<file path="src/rtl/dht11_pkg.sv">
// Shared types and timing constants for the DHT11 sensor-side responder.
package dht11_pkg;

  typedef enum logic [2:0] {
    IDLE,
    START_LOW,
    ACK_WAIT,
    RESP_LOW,
    RESP_HIGH,
    BIT_LOW,
    BIT_HIGH,
    END_LOW
  } state_e;

  localparam int unsigned RESP_US    = 80;
  localparam int unsigned BIT_LOW_US = 50;
  localparam int unsigned BIT0_US    = 26;
  localparam int unsigned BIT1_US    = 70;
  localparam int unsigned END_US     = 50;
  localparam int unsigned FRAME_BITS = 40;
  localparam int unsigned US_W       = 20;

  function automatic logic [7:0] dht11_chk(input logic [7:0] h, input logic [7:0] t);
    return h + t;
  endfunction

endpackage

</file>
<file path="src/rtl/dht11_us_tick.sv">
// 1 us tick prescaler; i_clr restarts the period so each phase starts on a tick boundary.
module dht11_us_tick #(
  parameter int unsigned DIV = 50
) (
  input  logic clk_i,
  input  logic rst_ni,
  input  logic i_clr,
  output logic o_tick
);

  localparam int unsigned CW = (DIV > 1) ? $clog2(DIV) : 1;

  logic [CW-1:0] r_cnt;

  assign o_tick = (r_cnt == CW'(DIV - 1));

  always_ff @(posedge clk_i or negedge rst_ni) begin
    if (!rst_ni)               r_cnt <= '0;
    else if (i_clr || o_tick)  r_cnt <= '0;
    else                       r_cnt <= r_cnt + 1'b1;
  end

endmodule

</file>
<file path="src/rtl/dht11_responder.sv">
// DHT11 sensor emulator: answers a host start pulse with a 40-bit humidity/temperature frame.
// Optional DHT11_FAULT_INJ_EN adds chk_err_i, which inverts the transmitted checksum byte.
module dht11_responder import dht11_pkg::*; #(
  parameter int unsigned CLK_HZ       = 50_000_000,
  parameter int unsigned START_MIN_US = 18000,
  parameter int unsigned ACK_DELAY_US = 30
) (
  input  logic       clk_i,
  input  logic       rst_ni,
  input  logic       dht_i,
  output logic       dht_oe_o,
  input  logic [7:0] hum_i,
  input  logic [7:0] temp_i,
`ifdef DHT11_FAULT_INJ_EN
  input  logic       chk_err_i,
`endif
  output logic       busy_o,
  output logic       done_o,
  output logic       err_o
);

  state_e          r_state, w_state_nxt;
  logic [1:0]      r_sync;
  logic            r_line_q;
  logic [US_W-1:0] r_us, w_width;
  logic [1:0]      r_col;
  logic [5:0]      r_bit;
  logic [FRAME_BITS-1:0] r_frame;
  logic [7:0]      w_chk;
  logic            w_line, w_tick, w_clr, w_end, w_col, w_accept, w_col_st;
  logic            w_oe_nxt, w_busy_nxt, w_done_nxt, w_err_nxt;

`ifdef DHT11_FAULT_INJ_EN
  assign w_chk = dht11_chk(hum_i, temp_i) ^ {8{chk_err_i}};
`else
  assign w_chk = dht11_chk(hum_i, temp_i);
`endif

  // Synchroniser resets high so a released line never looks like a start.
  always_ff @(posedge clk_i or negedge rst_ni) begin
    if (!rst_ni) begin
      r_sync   <= 2'b11;
      r_line_q <= 1'b1;
    end else begin
      r_sync   <= {r_sync[0], dht_i};
      r_line_q <= w_line;
    end
  end
  assign w_line = r_sync[1];

  dht11_us_tick #(.DIV(CLK_HZ / 1_000_000)) u_tick (
    .clk_i  (clk_i),
    .rst_ni (rst_ni),
    .i_clr  (w_clr),
    .o_tick (w_tick)
  );

  always_comb begin
    w_width = '1;
    case (r_state)
      ACK_WAIT:            w_width = US_W'(ACK_DELAY_US);
      RESP_LOW, RESP_HIGH: w_width = US_W'(RESP_US);
      BIT_LOW:             w_width = US_W'(BIT_LOW_US);
      BIT_HIGH:            w_width = r_frame[FRAME_BITS-1] ? US_W'(BIT1_US) : US_W'(BIT0_US);
      END_LOW:             w_width = US_W'(END_US);
      default:             w_width = '1;
    endcase
  end

  assign w_clr    = (w_state_nxt != r_state);
  assign w_end    = w_tick && (r_us == w_width - 1'b1);
  assign w_col_st = (r_state == ACK_WAIT) || (r_state == RESP_HIGH) || (r_state == BIT_HIGH);
  // Second consecutive low tick in a released phase means someone else is driving.
  assign w_col    = w_col_st && w_tick && !w_line && (r_col != 2'b00);
  assign w_accept = (r_state == START_LOW) && w_line && (r_us >= US_W'(START_MIN_US));

  always_ff @(posedge clk_i or negedge rst_ni) begin
    if (!rst_ni) begin
      r_us    <= '0;
      r_col   <= '0;
      r_bit   <= '0;
      r_frame <= '0;
    end else begin
      if (w_clr)                       r_us <= '0;
      else if (w_tick && r_us != '1)   r_us <= r_us + 1'b1;

      if (w_clr || w_line)             r_col <= '0;
      else if (w_tick && r_col != 2'b11) r_col <= r_col + 1'b1;

      if (w_accept) begin
        r_frame <= {hum_i, 8'h00, temp_i, 8'h00, w_chk};
        r_bit   <= '0;
      end else if (r_state == BIT_HIGH && w_end) begin
        r_frame <= r_frame << 1;
        r_bit   <= r_bit + 1'b1;
      end
    end
  end

  always_ff @(posedge clk_i or negedge rst_ni) begin
    if (!rst_ni) r_state <= IDLE;
    else         r_state <= w_state_nxt;
  end

  always_comb begin
    w_state_nxt = r_state;
    case (r_state)
      IDLE:      if (r_line_q && !w_line) w_state_nxt = START_LOW;
      START_LOW: if (w_line)              w_state_nxt = w_accept ? ACK_WAIT : IDLE;
      ACK_WAIT:  if (w_col)               w_state_nxt = IDLE;
                 else if (w_end)          w_state_nxt = RESP_LOW;
      RESP_LOW:  if (w_end)               w_state_nxt = RESP_HIGH;
      RESP_HIGH: if (w_col)               w_state_nxt = IDLE;
                 else if (w_end)          w_state_nxt = BIT_LOW;
      BIT_LOW:   if (w_end)               w_state_nxt = BIT_HIGH;
      BIT_HIGH:  if (w_col)               w_state_nxt = IDLE;
                 else if (w_end)          w_state_nxt = (r_bit == 6'(FRAME_BITS - 1)) ? END_LOW : BIT_LOW;
      END_LOW:   if (w_end)               w_state_nxt = IDLE;
      default:                            w_state_nxt = IDLE;
    endcase
  end

  // Outputs are decoded from the next state and registered, so they change with the state.
  always_comb begin
    w_oe_nxt   = (w_state_nxt == RESP_LOW) || (w_state_nxt == BIT_LOW) || (w_state_nxt == END_LOW);
    w_busy_nxt = (w_state_nxt != IDLE) && (w_state_nxt != START_LOW);
    w_done_nxt = (r_state == END_LOW) && w_end;
    w_err_nxt  = w_col;
  end

  always_ff @(posedge clk_i or negedge rst_ni) begin
    if (!rst_ni) begin
      dht_oe_o <= 1'b0;
      busy_o   <= 1'b0;
      done_o   <= 1'b0;
      err_o    <= 1'b0;
    end else begin
      dht_oe_o <= w_oe_nxt;
      busy_o   <= w_busy_nxt;
      done_o   <= w_done_nxt;
      err_o    <= w_err_nxt;
    end
  end

endmodule

</file>
<file path="config.mk">
export PLATFORM = sky130hd
export DESIGN_NAME = dht11_responder
export DESIGN_NICKNAME = d
export VERILOG_FILES = /design/src/rtl/dht11_pkg.sv /design/src/rtl/dht11_us_tick.sv /design/src/rtl/dht11_responder.sv
export SDC_FILE = /design/constraint.sdc
export NUM_CORES = 1
export LEC_CHECK = 0
export CORE_MARGIN = 10
export CORE_UTILIZATION = 37
export DETAILED_ROUTE_END_ITERATION = 16
export SYNTH_ARGS = -nofsm -noshare
export SYNTH_HDL_FRONTEND = slang
export SYNTH_SLANG_ARGS = --single-unit
</file>
<file path="constraint.sdc">
create_clock -name clk_i -period 3 [get_ports clk_i]
set_input_delay 0.9 -clock clk_i [delete_from_list [all_inputs] [get_ports clk_i]]
set_output_delay 0.9 -clock clk_i [all_outputs]
set_load 0.03 [all_outputs]
</file>
# == After elaboration in Yosys (flattened, before gate mapping) ==
# Index checks and enable logic that the tools add are counted.
# word_totals
out_inout_bits,4
ff_bits,84
input_bits,19
elab_cells,88
# op_classes
n_eq_ne,17
add_sub_neg,6
reduce_logical,27
order_cmp,1
n_mux,25
# ops
cell,n
$mux 40,2
$pmux 20 s4,1
$mux 20,2
$mux 3,11
$pmux 3 s8,1
$add 20x1->20 const B,1
$eq 20x20->1,1
$ge 20x15->1 const B,1
$ne 20x20->1 const B,1
$sub 20x1->20 const B,1
$eq 3x3->1 const B,6
$mux 6,3
$add 6x1->6 const B,2
$eq 6x6->1 const B,2
$logic_and 1x1->1,12
$eq 3x2->1 const B,3
$add 8x8->8,1
$mux 2,4
$reduce_bool 2->1,4
$mux 7,1
$logic_or 1x1->1,6
$reduce_or 2->1,2
$eq 3x1->1 const B,1
$logic_not 3->1,1
other kinds (6),6

# == Logic depth before layout (Yosys ltp) ==
# depth
word_depth,12
depth_mapped,15
mapped_depth_nobuf,11

# == Modules after synthesis ==
# Synthesis repeated with hierarchy kept, for this count alone.
# hier_totals
cells_unflattened,500
hier_area_um2,4759.6
# modules_own_cells
mod,cells_each,area_per_inst_um2,seq_area_each_um2,instances
dht11_responder,474,4478.0,1955.6,1
dht11_us_tick,26,281.5,150.1,1

# == Worst setup path after synthesis ==
# No wires, ideal clock.
# synth_timing
path_kind,register -> register
start,register r_state[0]
end,register busy_o
n_path_buf,2
t_required_ns,2.876
t_arrival_ns,2.817
period_less_slack_ns,2.941
slack_ns,0.059
stages_incl_launch_ff,12
cell_sequence,dfrtp_1 -> buf_4 -> clkbuf_1 -> nand2_1 -> o21ai_0 -> ha_1 -> and3b_1 -> o31ai_1 -> nand4_2 -> a2111o_1 -> and2_1 -> a211o_1
# synth_between
elab_chain_cells,11
word_cells_on_any_way,37
classes_between,1 x add/sub; 9 x eq/ne; 14 x mux; 13 x reduce/logical
# synth_lines
element,line,source
start: declaration,dht11_responder.sv:22,"state_e r_state, w_state_nxt;"
start signal: assignment,dht11_responder.sv:102,else r_state <= w_state_nxt;
$eq 3x3->1 (tied with other cells),"dht11_responder.sv:60, dht11_responder.sv:107",
"$reduce_or 2->1, on equally long branches",--,
$pmux 20 s4,dht11_responder.sv:60,case (r_state)
$sub 20x1->20,dht11_responder.sv:71,assign w_end = w_tick && (r_us == w_width - 1'b1);
$eq 20x20->1,dht11_responder.sv:71,
$logic_and 1x1->1,dht11_responder.sv:71,
"$mux 3, on equally long branches","dht11_responder.sv:117, dht11_responder.sv:111, dht11_responder.sv:114",
"$mux 3, on equally long branches","dht11_responder.sv:116, dht11_responder.sv:110, dht11_responder.sv:113",
$pmux 3 s8 (*),dht11_responder.sv:107,case (r_state)
$ne 3x1->1 or $reduce_bool 3->1 (tied branches),dht11_responder.sv:126,w_busy_nxt = (w_state_nxt != IDLE) && (w_state_nxt != START_LOW);
$logic_and 1x1->1 (*),dht11_responder.sv:126,
net w_busy_nxt,dht11_responder.sv:31,"logic w_oe_nxt, w_busy_nxt, w_done_nxt, w_err_nxt;"
end signal: assignment,dht11_responder.sv:139,busy_o <= w_busy_nxt;
end: declaration,dht11_responder.sv:17,"output logic busy_o,"
# The timed path passes the listed nets; every way through them passes the cells marked *.
# A chain may end at the register's enable or synchronous reset.

# == Worst setup path in the final report ==
# layout_timing
start,register r_state[0]
end,register r_frame[12]
# layout_between
elab_chain_cells,8
word_cells_on_any_way,18
classes_between,1 x add/sub; 8 x eq/ne; 2 x mux; 7 x reduce/logical
# layout_lines
element,line,source
$eq 3x3->1 or $eq 3x2->1 (tied branches),dht11_responder.sv:60,
"$reduce_or 2->1, on equally long branches",--,
$pmux 20 s4,dht11_responder.sv:60,
$sub 20x1->20,dht11_responder.sv:71,
$eq 20x20->1,dht11_responder.sv:71,
$logic_and 1x1->1,dht11_responder.sv:71,
$logic_and 1x1->1,dht11_responder.sv:93,end else if (r_state == BIT_HIGH && w_end) begin
$reduce_bool 2->1 (no source line),--,
end signal: assignment,dht11_responder.sv:91,"r_frame <= {hum_i, 8'h00, temp_i, 8'h00, w_chk};"
end signal: assignment,dht11_responder.sv:94,r_frame <= r_frame << 1;
end: declaration,dht11_responder.sv:28,logic [FRAME_BITS-1:0] r_frame;
# Several ways; a longest one is shown, not always the timed one.

==> tab_implementation.tex <==
\begin{tabular}{lr}
\hline
Metric & Value \\
\hline
\multicolumn{2}{l}{\textbf{Layout}} \\
\quad Leading cell type in the layout, fill and taps excluded & sky130\_fd\_sc\_hd\_\_dfrtp\_1 \\
\quad Utilization of the core after routing & 46.0\% \\
\quad Highest-count cells in the layout ignoring fill and taps & 78 x sky130\_fd\_sc\_hd\_\_dfrtp\_1, 49 x sky130\_fd\_sc\_hd\_\_nor2\_1, 47 x sky130\_fd\_sc\_hd\_\_nand2\_1 \\
\quad Post-route design area & 5860 um\^{}2 \\
\quad Fraction of layout instances using a drive strength above 1 & 14.2\% \\
\quad Antenna Diode Count & 0 \\
\quad Area growth from synthesis to final layout & 21.3\% \\
\quad Post-layout nets & 574 \\
\multicolumn{2}{l}{\textbf{STA}} \\
\quad Minimum hold slack & 0.356 ns \\
\quad Max Transition Viols Final & 0 \\
\quad Final-layout setup total negative slack & 0 ns \\
\quad Worst max-slew margin expressed relative to the limit & 59.1\% \\
\quad Total of endpoints with negative setup slack in the final report & 0 \\
\quad Clock Skews & 0.00628 ns \\
\quad Highest attainable clock frequency & 352 MHz \\
\quad Transition at the pin with the smallest max-transition slack & 0.599 ns \\
\quad Final setup margin & 0.163 ns \\
\quad Period utilization & 94.6\% \\
\quad Count of final hold-check violations & 0 \\
\quad Setup repair after global routing missed its margin & no \\
\quad Minimum clock period & 2.84 ns \\
\multicolumn{2}{l}{\textbf{Hold path}} \\
\quad Hold WC Path Type & reg -> reg \\
\quad Worst min-delay path startpoint & r\_sync[0] \\
\multicolumn{2}{l}{\textbf{Clock tree}} \\
\quad Max Buffers Root-to-Sink & 2 \\
\quad Number of clock sinks seen by CTS & 84 \\
\quad Clock latency reported for the late side of the worst-skew pair & 0.33 ns \\
\quad CTS tree & yes \\
\quad Count of H-tree levels built during CTS & 3 \\
\quad Clock Pin Slew Worst Setup and Hold Paths & 0.06 ns \\
\quad Number of buffers added to fix hold violations after cts & 0 \\
\quad Clock root cell & sky130\_fd\_sc\_hd\_\_clkbuf\_16 \\
\quad Number of CTS-inserted buffers & 9 \\
\multicolumn{2}{l}{\textbf{Synth}} \\
\quad Synthesized area & 4830 um\^{}2 \\
\quad Number of flops mapped to enable cells by yosys & 0 \\
\quad Synthesis Warnings & 0 \\
\quad Share of synthesized flip-flops with an asynchronous set or reset & 100\% \\
\quad Number of distinct library cells after synthesis & 65 \\
\quad Share of synthesized area occupied by flip-flops and latches & 43.6\% \\
\quad Cells after synthesis & 495 \\
\quad Leading area contributor after synthesis & sky130\_fd\_sc\_hd\_\_dfrtp\_1 \\
\quad Yosys reg bits & 84 \\
\quad Most used DFF post-synth & sky130\_fd\_sc\_hd\_\_dfrtp\_1 \\
\quad Main area contributors after synthesis & sky130\_fd\_sc\_hd\_\_dfrtp\_1 42\%, sky130\_fd\_sc\_hd\_\_ha\_1 4.7\%, sky130\_fd\_sc\_hd\_\_nor3\_1 4.0\% \\
\quad Fraction of synthesized cell area taken by the top area cell type & 42.0\% \\
\quad Mean area per synthesized cell & 9.76 um\^{}2 \\
\multicolumn{2}{l}{\textbf{Worst setup path}} \\
\quad CP max FO & 14 \\
\quad Setup slack of the most critical reg-to-reg path & 0.16 ns \\
\quad Data arrival time at the worst-slack endpoint & 3.05 ns \\
\quad Critical path launch point & r\_state[0] \\
\quad Critical path destination & r\_frame[12] \\
\quad Startpoint of the lowest-slack register-to-register path & r\_state[0] \\
\quad Reg2Reg Depth & 11 \\
\quad Element type at the critical path start & flip-flop \\
\quad Type of destination of the critical path & flip-flop \\
\quad Category of the most critical setup path & reg -> reg \\
\quad R2r endpoint & r\_frame[12] \\
\quad WP data required & 3.22 ns \\
\multicolumn{2}{l}{\textbf{Route}} \\
\quad DRC violations left & 0 \\
\quad Final wirelength & 10900 um \\
\quad Routed len/inst & 15.3 um \\
\quad 1st-pass router iterations & 5 \\
\quad Number of vias after detailed routing & 3833 \\
\quad Iter 0 DRT Violations & 225 \\
\quad Number of nets with antenna violations after detailed routing & 0 \\
\quad Per-cell via count in the routed design & 5.38 \\
\multicolumn{2}{l}{\textbf{Pwr}} \\
\quad Static Leak & 2.66 nW \\
\quad Total power divided by cell area & 427 nW/um\^{}2 \\
\quad Worst IR drop on VDD & 0.218 mV \\
\multicolumn{2}{l}{\textbf{Floorplan}} \\
\quad Number of top-level pins & 23 \\
\quad Core region area & 12700 um\^{}2 \\
\quad Y dimension of the die & 134 um \\
\quad \# rows & 41 \\
\quad Effective utilization at floorplan & 38.0\% \\
\quad Horizontal die dimension & 134 um \\
\quad Die Outline Area & 18000 um\^{}2 \\
\multicolumn{2}{l}{\textbf{Place}} \\
\quad Buffers on Ports & 22 \\
\quad Placed inst area & 5370 um\^{}2 \\
\quad Final weighted congestion in routability-driven placement & 0.828 \\
\quad Detailed placer's ending HPWL & 7260 um \\
\quad DP Worst Slack & -0.138 ns \\
\multicolumn{2}{l}{\textbf{GRT}} \\
\quad Number of global-route vias before repair & 3740 \\
\quad Global-route wire length before repair & 18600 um \\
\quad Total congestion overflow after global routing & 0 \\
\quad Antenna violations before repair & 0 \\
\quad All-layer global routing usage & 12.3\% \\
\quad Largest net degree at the start of global routing & 56 \\
\multicolumn{2}{l}{\textbf{Flow run}} \\
\quad Number of maximum-capacitance violations & 0 \\
\multicolumn{2}{l}{\textbf{Outcome}} \\
\quad Status & complete, no violations \\
\hline
\end{tabular}
[Yosys cell counts, types with 2 or more instances]
cell type and instances:
sky130_fd_sc_hd__dfrtp_1 81, sky130_fd_sc_hd__nor2_1 49, sky130_fd_sc_hd__nand2_1 47, sky130_fd_sc_hd__nor3_1 39
sky130_fd_sc_hd__ha_1 18, sky130_fd_sc_hd__mux2i_1 18, sky130_fd_sc_hd__xor2_1 18, sky130_fd_sc_hd__nand3_1 17
sky130_fd_sc_hd__xnor2_1 17, sky130_fd_sc_hd__o21ai_0 15, sky130_fd_sc_hd__a21o_1 14, sky130_fd_sc_hd__clkbuf_1 13
sky130_fd_sc_hd__inv_1 13, sky130_fd_sc_hd__a22o_1 12, sky130_fd_sc_hd__a21oi_1 9, sky130_fd_sc_hd__a221o_1 8
sky130_fd_sc_hd__buf_2 8, sky130_fd_sc_hd__nand4_1 8, sky130_fd_sc_hd__nor4_1 8, sky130_fd_sc_hd__o211ai_1 7
sky130_fd_sc_hd__and3_1 6, sky130_fd_sc_hd__buf_6 6, sky130_fd_sc_hd__nand2b_1 5, sky130_fd_sc_hd__and2_1 4
sky130_fd_sc_hd__and4_1 3, sky130_fd_sc_hd__buf_4 3, sky130_fd_sc_hd__dfstp_2 3, sky130_fd_sc_hd__o21a_1 3
sky130_fd_sc_hd__o31ai_1 3, sky130_fd_sc_hd__a211o_1 2, sky130_fd_sc_hd__nor2_2 2, sky130_fd_sc_hd__nor2b_1 2
sky130_fd_sc_hd__o41ai_1 2
[critical path, cell delays in order (launching register included)]
cell and delay [ns]:
sky130_fd_sc_hd__dfrtp_2 0.45, sky130_fd_sc_hd__buf_4 0.16, sky130_fd_sc_hd__a22o_1 0.22, sky130_fd_sc_hd__ha_1 0.32
sky130_fd_sc_hd__xnor2_1 0.19, sky130_fd_sc_hd__nor4b_4 0.32, sky130_fd_sc_hd__nand4_4 0.18, sky130_fd_sc_hd__nor3_4 0.28
sky130_fd_sc_hd__buf_4 0.16, sky130_fd_sc_hd__buf_12 0.14, sky130_fd_sc_hd__mux2i_2 0.23, sky130_fd_sc_hd__nor2_1 0.06
[layer usage]
layer	wire length [um]	track usage, %	up-vias	part of all wire, %
li1	-	-	1861	-
met4	136	4.53	0	1.2
met5	0	0	-	0
met1	5270	16.8	1886	48
met3	431	2.17	11	3.9
met2	5100	19.0	75	47
[layout make-up]
cell class | instances | area, um^2
Sequential cell | 84 | 2110
Timing Repair Buffer | 58 | 598
Multi-Input combinational cell | 370 | 2560
Clock buffer | 9 | 225
Clock inverter | 7 | 98.8
Fill cell | 1234 | 6870
Inverter | 13 | 48.8
Tap cell | 172 | 215
[how the worst min path moves through the flow]
stage                           end  cells after the start
after CTS                 r_sync[1]                      0
final                     r_sync[1]                      0
after floorplan           r_sync[1]                      0
after global placement    r_sync[1]                      0
after global routing      r_sync[1]                      0
after detailed placement  r_sync[1]                      0
[cells by family (layout without fill, tap and decap cells)]
logic type,count (synthesis),in the layout,synth area share [%]
simple gates,203,203,21.7
compound gates,91,91,14.5
flops,84,84,43.6
buf+inv,43,87,4.72
xor+xnor,35,35,6.35
fa+ha+maj,19,19,5.08
mux,19,19,3.96
other cells,1,3,0.0776
[power by group]
part / internal [mW] / switching (mW) / leakage [nW] / total [mW]
Clock: 0.737 / 0.472 / 0.162 / 1.21
Sequential: 1.15 / 0.0114 / 0.950 / 1.16
Combinational: 0.0672 / 0.0665 / 1.55 / 0.134
[through the flow]
step	total power, mW	instances
6_report	2.50	713
5_1_grt	2.61	713
4_1_cts	2.54	703
3_5_place_dp	1.32	687
3_3_place_gp	1.31	687
2_1_floorplan	1.24	497
[state kept, by name, summed over array words and instances (netlist names)]
register,cells
r_line_q,1
u_tick.r_cnt,6
r_us,20
r_sync,2
dht_oe_o,1
r_bit,6
err_o,1
r_state,3
r_col,2
r_frame,40
done_o,1
busy_o,1
[timing repair]
action                                  in CTS  in global routing
endpoints found under the setup margin       0                 77
setup buffers                                0                  8
gates resized for setup                      0                 12
endpoints found under the hold margin        0                  0
Power figures use the tool's default switching activity.
